===== src/rtl/mbv_result_collector.sv =====
// Reassembles U-element result beats from the matrix-by-vector engine into one N-element vector.
// Optional MBV_COLLECTOR_CLEAR_EN: zero the vector when a new collection starts.
module mbv_result_collector #(
  parameter int no_of_eqn_per_cluster = 10,
  parameter int element_width = 32,
  parameter int no_of_units = 4,
  localparam int beats = (no_of_eqn_per_cluster + no_of_units - 1) / no_of_units,
  localparam int cnt_w = $clog2(beats + 1)
) (
  input  logic                                           clk,
  input  logic                                           reset,
  input  logic                                           start,
  input  logic                                           in_valid,
  input  logic [no_of_units*element_width-1:0]           in_data,
  output logic [no_of_eqn_per_cluster*element_width-1:0] out_full,
  output logic [cnt_w-1:0]                               beat_cnt,
  output logic                                           finish,
  output logic                                           extra_beat,
  output logic [1:0]                                     state_dbg
);
  localparam int n_el = no_of_eqn_per_cluster;
  localparam int ew   = element_width;
  localparam int u    = no_of_units;

  typedef enum logic [1:0] {
    IDLE    = 2'd0,
    COLLECT = 2'd1,
    DONE    = 2'd2
  } state_t;

  state_t state, state_nx;
  logic accept, last_beat;
  logic [n_el*ew-1:0] vec_nx;

  // A beat is taken only with start high and never once the vector is complete.
  assign accept    = start && in_valid && (state != DONE);
  assign last_beat = accept && (beat_cnt == cnt_w'(beats - 1));

  always_ff @(posedge clk or negedge reset) begin
    if (!reset) state <= IDLE;
    else        state <= state_nx;
  end

  always_comb begin
    state_nx = state;
    if (!start) begin
      state_nx = IDLE;
    end else begin
      case (state)
        IDLE:    state_nx = last_beat ? DONE : COLLECT;
        COLLECT: if (last_beat) state_nx = DONE;
        DONE:    state_nx = DONE;
        default: state_nx = IDLE;
      endcase
    end
  end

  always_comb begin
    finish    = (state == DONE);
    state_dbg = state;
  end

  always_ff @(posedge clk or negedge reset) begin
    if (!reset) begin
      beat_cnt   <= '0;
      extra_beat <= 1'b0;
    end else if (!start) begin
      beat_cnt   <= '0;
      extra_beat <= 1'b0;
    end else begin
      if (accept) beat_cnt <= beat_cnt + cnt_w'(1);
      if (state == DONE && in_valid) extra_beat <= 1'b1;
    end
  end

  // Element i belongs to beat i/u at lane i%u; padding lanes have no destination.
  always_comb begin
    vec_nx = out_full;
`ifdef MBV_COLLECTOR_CLEAR_EN
    if (state == IDLE && start) vec_nx = '0;
`endif
    for (int i = 0; i < n_el; i++) begin
      if (accept && (int'(beat_cnt) == i / u))
        vec_nx[n_el*ew-1-i*ew -: ew] = in_data[u*ew-1-(i%u)*ew -: ew];
    end
  end

  always_ff @(posedge clk or negedge reset) begin
    if (!reset) out_full <= '0;
    else        out_full <= vec_nx;
  end
endmodule


===== config.mk =====
export PLATFORM = sky130hd
export DESIGN_NAME = mbv_result_collector
export DESIGN_NICKNAME = d
export VERILOG_FILES = /design/src/rtl/mbv_result_collector.sv
export SDC_FILE = /design/constraint.sdc
export NUM_CORES = 1
export LEC_CHECK = 0
export BUFFER_PORTS_ARGS = -buffer_cell sky130_fd_sc_hd__buf_2
export CAP_MARGIN = 20
export CORE_AREA = 3 3 175 177
export DETAILED_ROUTE_END_ITERATION = 10
export DIE_AREA = 0 0 178 180
export PLACE_DENSITY = 0.66
export SLEW_MARGIN = 0
export SYNTH_ARGS = -nofsm -noshare
export SYNTH_HDL_FRONTEND = slang
export SYNTH_SLANG_ARGS = --single-unit
export TNS_END_PERCENT = 100

===== constraint.sdc =====
create_clock -name clk -period 3.46 [get_ports clk]
set_clock_uncertainty 0.05 [all_clocks]
set_input_delay 0.692 -clock clk [delete_from_list [all_inputs] [get_ports clk]]
set_output_delay 0.692 -clock clk [all_outputs]
set_load 0.01 [all_outputs]

; ---- After elaboration in Yosys (flattened, before gate mapping)
; Cells that the tools add are included.
[classes]
muxes = 8
eq_ne = 9
reduce_logical = 9
addsub = 1
[ops]
columns = operator, count
row1 = two-way mux 2 bit, 5
row2 = "equality test 2 bit, second input constant", 4
row3 = logical AND 1 bit, 7
row4 = case mux 2 bit (3 select lines), 1
row5 = zero test 2 bit, 2
row6 = "!= test 2 x 1 -> 1 bit, second input constant", 2
row7 = "!= test 3 bit, second input constant", 1
row8 = "adder 2 x 1 -> 2 bit, second input constant", 1
row9 = "equality test 2 x 1 -> 1 bit, second input constant", 1
row10 = two-way mux 1 bit, 2
row11 = "!= test 2 bit, second input constant", 1
[word_totals]
inputBits = 132
output_inout_bits = 326
reg_bits = 325
wordCells = 33

; ---- Depth between registers and ports, before layout
; Gate-level depths: netlist of run 1.
[depth]
word_depth = 6
depth_mapped = 7
depth_no_buf = 5

; ---- Worst setup path before layout of run 1
; No wires, ideal clock.
[synth_path]
path_kind = reg-to-reg
from = register state[0], in the netlist state_dbg[0]
to = register out_full[181]
path_slack_ns = 1.528
required_time_ns = 3.285
setup_time_ns = 0.125
period_less_slack_ns = 1.932
n_path_buf = 2
path_stages_with_launch = 8
arrival_ns = 1.758
cell_sequence = dfrtp_1 inv_1 ha_1 and2b_2 nand3_2 buf_4 buf_6 mux2_2
[synth_between]
elab_chain_cells = 3
[synth_rtl]
columns = element, line
row1 = from (decl), 31  ; state_t state, state_nx;
row2 = from (signal assigned), 41  ; else state <= state_nx;
row3 = != test 2 bit, 36  ; assign accept = start && in_valid && (state != DONE);
row4 = logical AND 1 bit, 36
row5 = logical AND 1 bit, 83  ; if (accept && (int'(beat_cnt) == i / u))
row6 = to (signal assigned), 90  ; else out_full <= vec_nx;
row7 = to (decl), 15  ; output logic [no_of_eqn_per_cluster*element_width-1:0] out_full,
; Every way passes these cells.
; A chain may end at the register's enable or synchronous reset.

; ---- Worst setup path after layout of run 1
[layout_path]
from = register state[0], in the netlist state_dbg[0]
to = register out_full[227]
; Same word-level chain as after synthesis.

==> results of run 1 <==
-- flip-flops by register name, summed over array words and instances (netlist names) --
name and flops:
out_full 320, beat_cnt 2, state_dbg 2, extra_beat 1
-- synthesized netlist by cell type, drive strengths merged --
cell	n
dfrtp	325
mux2	321
buf	35
ha	7
inv	5
nor2	3
nand3	2
a21oi	1
a41oi	1
and2	1
and2b	1
and3	1
mux2i	1
nand4	1
nand4b	1
o41ai	1
xnor2	1
-- critical path, cell delays in order (launching register included) --
cell and delay (ps):
dfrtp_1 430, inv_1 110, ha_1 200, and2b_2 310, nand3_4 400, buf_4 410
mux2_2 370
-- cell families (layout without fill, tap and decap cells) --
family | count (synthesis) | in the layout | share of synthesized area (%)
DFF | 325 | 325 | 66.0
muxes | 322 | 322 | 29.4
buffers and inverters | 40 | 543 | 3.09
and+or+nand+nor | 10 | 10 | 0.548
adders and majority gates | 7 | 7 | 0.711
AOI/OAI and AO/OA | 3 | 3 | 0.183
xor gates and xnor gates | 1 | 1 | 0.0711
other | 0 | 1 | 0
-- metal layers --
metal	vias up	global-route usage (%)
met5	-	0
met4	0	6.91
met3	68	6.04
met2	315	33.3
met1	3947	22.2
li1	3476	-
-- through the flow --
stage               instances  total power [W]
floorplan                 708          0.00957
global placement         1538           0.0122
detailed placement       1538           0.0124
CTS                      1601           0.0161
global route             1602           0.0168
finish                   1602           0.0159
-- final timing paths --
| check | start | endpoint | slack (ps) |
|---|---|---|---|
| max | state_dbg[0] | out_full[227] | 1030 |
| min | reset | out_full[207] | 130 |
| max reg2reg | state_dbg[0] | out_full[227] | 1030 |
| min reg2reg | out_full[306] | out_full[306] | 440 |
| max in group asynchronous | reset | out_full[164] | 2210 |
| min in group clk | in_data[125] | out_full[189] | 380 |
-- power groups by stage --
stage	Clock [W]	Sequential [W]	Combinational [W]
2_1_floorplan	0	0.00753	0.00204
3_3_place_gp	0	0.00658	0.00562
3_5_place_dp	0	0.00666	0.00572
4_1_cts	0.00377	0.00661	0.00574
5_1_grt	0.00392	0.00684	0.00607
6_report	0.00365	0.00660	0.00563
-- layout make-up --
| class | count | area [sq um] | area share, % |
|---|---|---|---|
| antenna | 1 | 2.50 | 0.0155 |
| clock buffer | 55 | 1020 | 6.36 |
| clock inverter | 8 | 98.8 | 0.614 |
| inverter | 5 | 18.8 | 0.117 |
| multi-input combinational | 343 | 3830 | 23.8 |
| sequential | 325 | 8130 | 50.5 |
| tap | 390 | 488 | 3.03 |
| timing repair buffer | 475 | 2510 | 15.6 |
==> metrics, run 1 <==
mean post-synth cell area=17.4 sq um; kind of critical path=reg2reg; count of input and output buffers=457; leading area contributor after synthesis=dfrtp_1; WL met1=11,800 microns; Via-to-Cell Ratio=4.87; Detail Route Antenna Nets=0; Initial Utilization=41.9%; Worst-path clk slew=60 ps; switching pwr=0.00514 W; Total GRT Usage=19.2%; DIE AREA=32,000 sq um; FF-to-FF path depth=6; Arr. time, crit path=2760 ps; MaxCap Viol Count=0; final hold vios=0; commonest non-fill, non-tap cells in the layout=buf_2, dfrtp_1, mux2_2; Remaining Overflow, GRT=0; internal power=0.0107 W; initial DRC count=246; H-tree depth=2; drt drc=0; fin crit period=2430 ps; Setup WS pre-CTS=991 ps; Worst setup EP type=flop; Sequential Power Share=41.6%; Core Rows=63; met3 WL=2800 microns; Area contributors post-synth=dfrtp_1, mux2_2, buf_6; hpwl dp=22,900 microns; layout cells sized above 1=69.5%; antenna violations before repair=1; Worst Path Max Fanout=29; setup_tns=0 ps; critical path startpoint category=flop; final worst setup slack=1030 ps; Gate Count Post-Synth=708; Final setup viols=0; Post-CTS Resized=0; RePlAce Congestion=0.816; Peak VDD IR=643 uV; Slew Viols, Final=0; drt wl/cell=19.6 microns; Final Util=54.8%; Layout area overhead=30.6%; Synth top area share=66.0%; worst slew pin tran=752 ps; core area=29,400 sq um; clk root buf=clkbuf_16; sequential share of the synthesized area=66.0%; Post-Syn Nets=847; die width=178 microns; most common cell after layout, fill and taps aside=buf_2; Max Fclk=411 MHz; Max Root-Sink Buffers=3; max layer used=met4; via count=7,806; met2 wire length=15,700 microns; post-layout net count=1,325; pin count of the biggest net entering global routing=87; status=complete, no violations; first-pass GRT wire length=48,500 microns; switching share of power=32.4%; TritonCTS buffer count=36; Synth Warn #=0; Comb pwr share=35.5%; Mapped Area=12,300 sq um; count of cell types in the netlist=20; fillers=2,463; leakage=8.07 nW; drt pass-1 iters=4; worst skew pair latency=490 ps; Min-Delay Path Class=in2async; power per standard cell area=986 nW/um^2; post-CTS setup buffer count=0; clock sink count=325; placed inst area=15,000 sq um; Clk pwr share=23.0%; fin area=16,100 sq um; fin crit share=70.3%; vias in the first global route=8,352; Fin Hold WS=127 ps; aggregate routed wire length=31,300 microns; flops & latches, synth=325; top-level I/O count=458; Die H=180 microns; Max-Slew Margin vs Limit=49.8%; unrepaired setup endpoints after global routing=no; Post-CTS Hold Buffers=0; Critical Path RT=3790 ps; TritonCTS clock tree=done
No activity file was read; power rests on OpenSTA's default activity.
==> run 2, diff against run 1 <==
- CORE_AREA: 3 3 175 177 -> 3 3 177 179
- DIE_AREA: 0 0 178 180 -> 0 0 180 182
- PLACE_DENSITY: 0.66 -> 0.67
- clock period: 3.46 -> 2.2 ns (I/O delays scaled with it)
==> run 2 against run 1 <==
Sequential share of layout area fell by 0.99 points. Wire length rose by 1.4%. Worst hold slack improved by 4.2 ps. Design area rose by 2.0%. Via count rose by 0.79%. Combinational power rose by 60%. Core utilization rose by 0.50 points. Clock power rose by 52%. Sequential power rose by 58%. Clock-buffer cell count fell by 1. Critical path type unchanged. Largest power group unchanged.
==> metrics, run 2 (synthesized netlist as in run 1, its figures left out) <==
fillers=2,460; aggregate routed wire length=31,800 microns; most common cell after layout, fill and taps aside=buf_2; fin crit share=93.6%; Max-Slew Margin vs Limit=62.3%; setup_tns=0 ps; Worst setup EP type=flop; Via-to-Cell Ratio=4.87; Remaining Overflow, GRT=0; vias in the first global route=8,483; top-level I/O count=458; antenna violations before repair=1; final hold vios=0; Biggest register=out_full; unrepaired setup endpoints after global routing=no; Total GRT Usage=19.0%; drt drc=0; RePlAce Congestion=0.816; initial DRC count=244; clock sink count=325; critical path's largest stage delay=420 ps; Final setup viols=0; kind of critical path=reg2reg; max FFs per register=320; commonest non-fill, non-tap cells in the layout=buf_2, dfrtp_1, mux2_2; Detail Route Antenna Nets=0; Max Fclk=485 MHz; power per standard cell area=1520 nW/um^2; DP Cell Count=1,557; Crit-path slowest cell=dfrtp_1; Arr. time, crit path=2380 ps; fin area=16,400 sq um; die width=180 microns; WP buf/inv=2; Post-Layout Cell Count=1,616; pin count of the biggest net entering global routing=65; fin crit period=2060 ps; Layout area overhead=33.2%; TritonCTS buffer count=36; critical path startpoint category=flop; status=complete, no violations; Critical Path RT=2520 ps; placed inst area=15,300 sq um; layout cells sized above 1=70.0%; hpwl dp=23,900 microns; Die H=182 microns; Min-Delay Path Class=in2reg; H-tree depth=2; core area=29,700 sq um; via count=7,868; post-CTS setup buffer count=0; drt pass-1 iters=4; DIE AREA=32,800 sq um; Core Rows=63; first-pass GRT wire length=49,600 microns; crit-path cells=inv_1 -> ha_1 -> and2b_4 -> nand3_4 -> buf_12 -> mux2_2; count of input and output buffers=457; TritonCTS clock tree=done; Worst Path Max Fanout=60; Worst-path clk slew=60 ps; worst slew pin tran=565 ps; leakage=8.24 nW; drt wl/cell=19.7 microns; worst skew pair latency=500 ps; clk root buf=clkbuf_16; MaxCap Viol Count=0; Max Root-Sink Buffers=3; Peak VDD IR=945 uV; Initial Utilization=41.5%; Slew Viols, Final=0; critical path's top delay family=flip-flops; post-layout net count=1,346
## run 2: cell count changes in the layout (fill, tap and decap cells not counted)
cell,change
buf_12,+15
buf_4,+4
clkbuf_1,-3
clkinv_2,-3
clkbuf_8,+2
and2b_2,-1
and2b_4,+1
bufinv_16,-1
clkbuf_16,+1
clkinvlp_4,-1
dlygate4sd3_1,+1
inv_6,-1
## run 2: final timing paths
path | slack, ps | startpoint | end | cells after the start
max reg2reg | 140 | state_dbg[0] | out_full[228] | 6
min | 130 | in_data[114] | out_full[306] | 2
max | 140 | state_dbg[0] | out_full[228] | 6
min in group asynchronous | 420 | reset | out_full[30] | 2
min reg2reg | 440 | out_full[306] | out_full[306] | 1
max in group asynchronous | 1000 | reset | out_full[270] | 3
## run 2: worst reg2reg max path: cells and delay by family, from the launching register on
kind / cells / cell delay [ps]
mux: 1 / 480
flops: 1 / 420
buf+inv: 2 / 400
simple gates: 2 / 380
fa+ha+maj: 1 / 210
## run 2: timing repair
action                                  in CTS  in global routing
hold endpoints to repair                    49                  0
hold buffers                                 1                  0
endpoints found under the setup margin       0                 11
gates resized for setup                      0                  1
## run 2: report_power, final
group / switching (W) / total, W / internal, W
Sequential: 0.00144 / 0.0104 / 0.00895
Combinational: 0.00437 / 0.00898 / 0.00462
Clock: 0.00220 / 0.00555 / 0.00334
Total: 0.00801 / 0.0249 / 0.0169
## run 2: metrics by stage
step / total power (W) / hold slack [ps] / setup WS, ps / util (%)
6_report: 0.0249 / 131 / 140 / 55.3
5_1_grt: 0.0264 / 124 / 37.0 / 55.2
4_1_cts: 0.0253 / 110 / 84.2 / 55.2
3_5_place_dp: 0.0196 / 387 / 117 / 51.5
3_3_place_gp: 0.0193 / 384 / 187 / 51.5
2_1_floorplan: 0.0151 / 94.4 / 268 / -
## run 2: layer usage
layer	wire length [microns]	GRT usage (%)
met5	7	0
met4	768	5.14
met3	2670	6.31
met2	16000	33.3
met1	12300	22.4
## run 2: cell type report
cell class	instances	area (sq um)	area share, %
Sequential cell	325	8130	49.5
Multi-Input combinational cell	343	3830	23.3
Timing Repair Buffer	496	2870	17.5
Clock buffer	54	1040	6.33
Tap cell	390	488	2.97
Clock inverter	2	37.5	0.229
Inverter	5	18.8	0.114
Antenna cell	1	2.50	0.0152
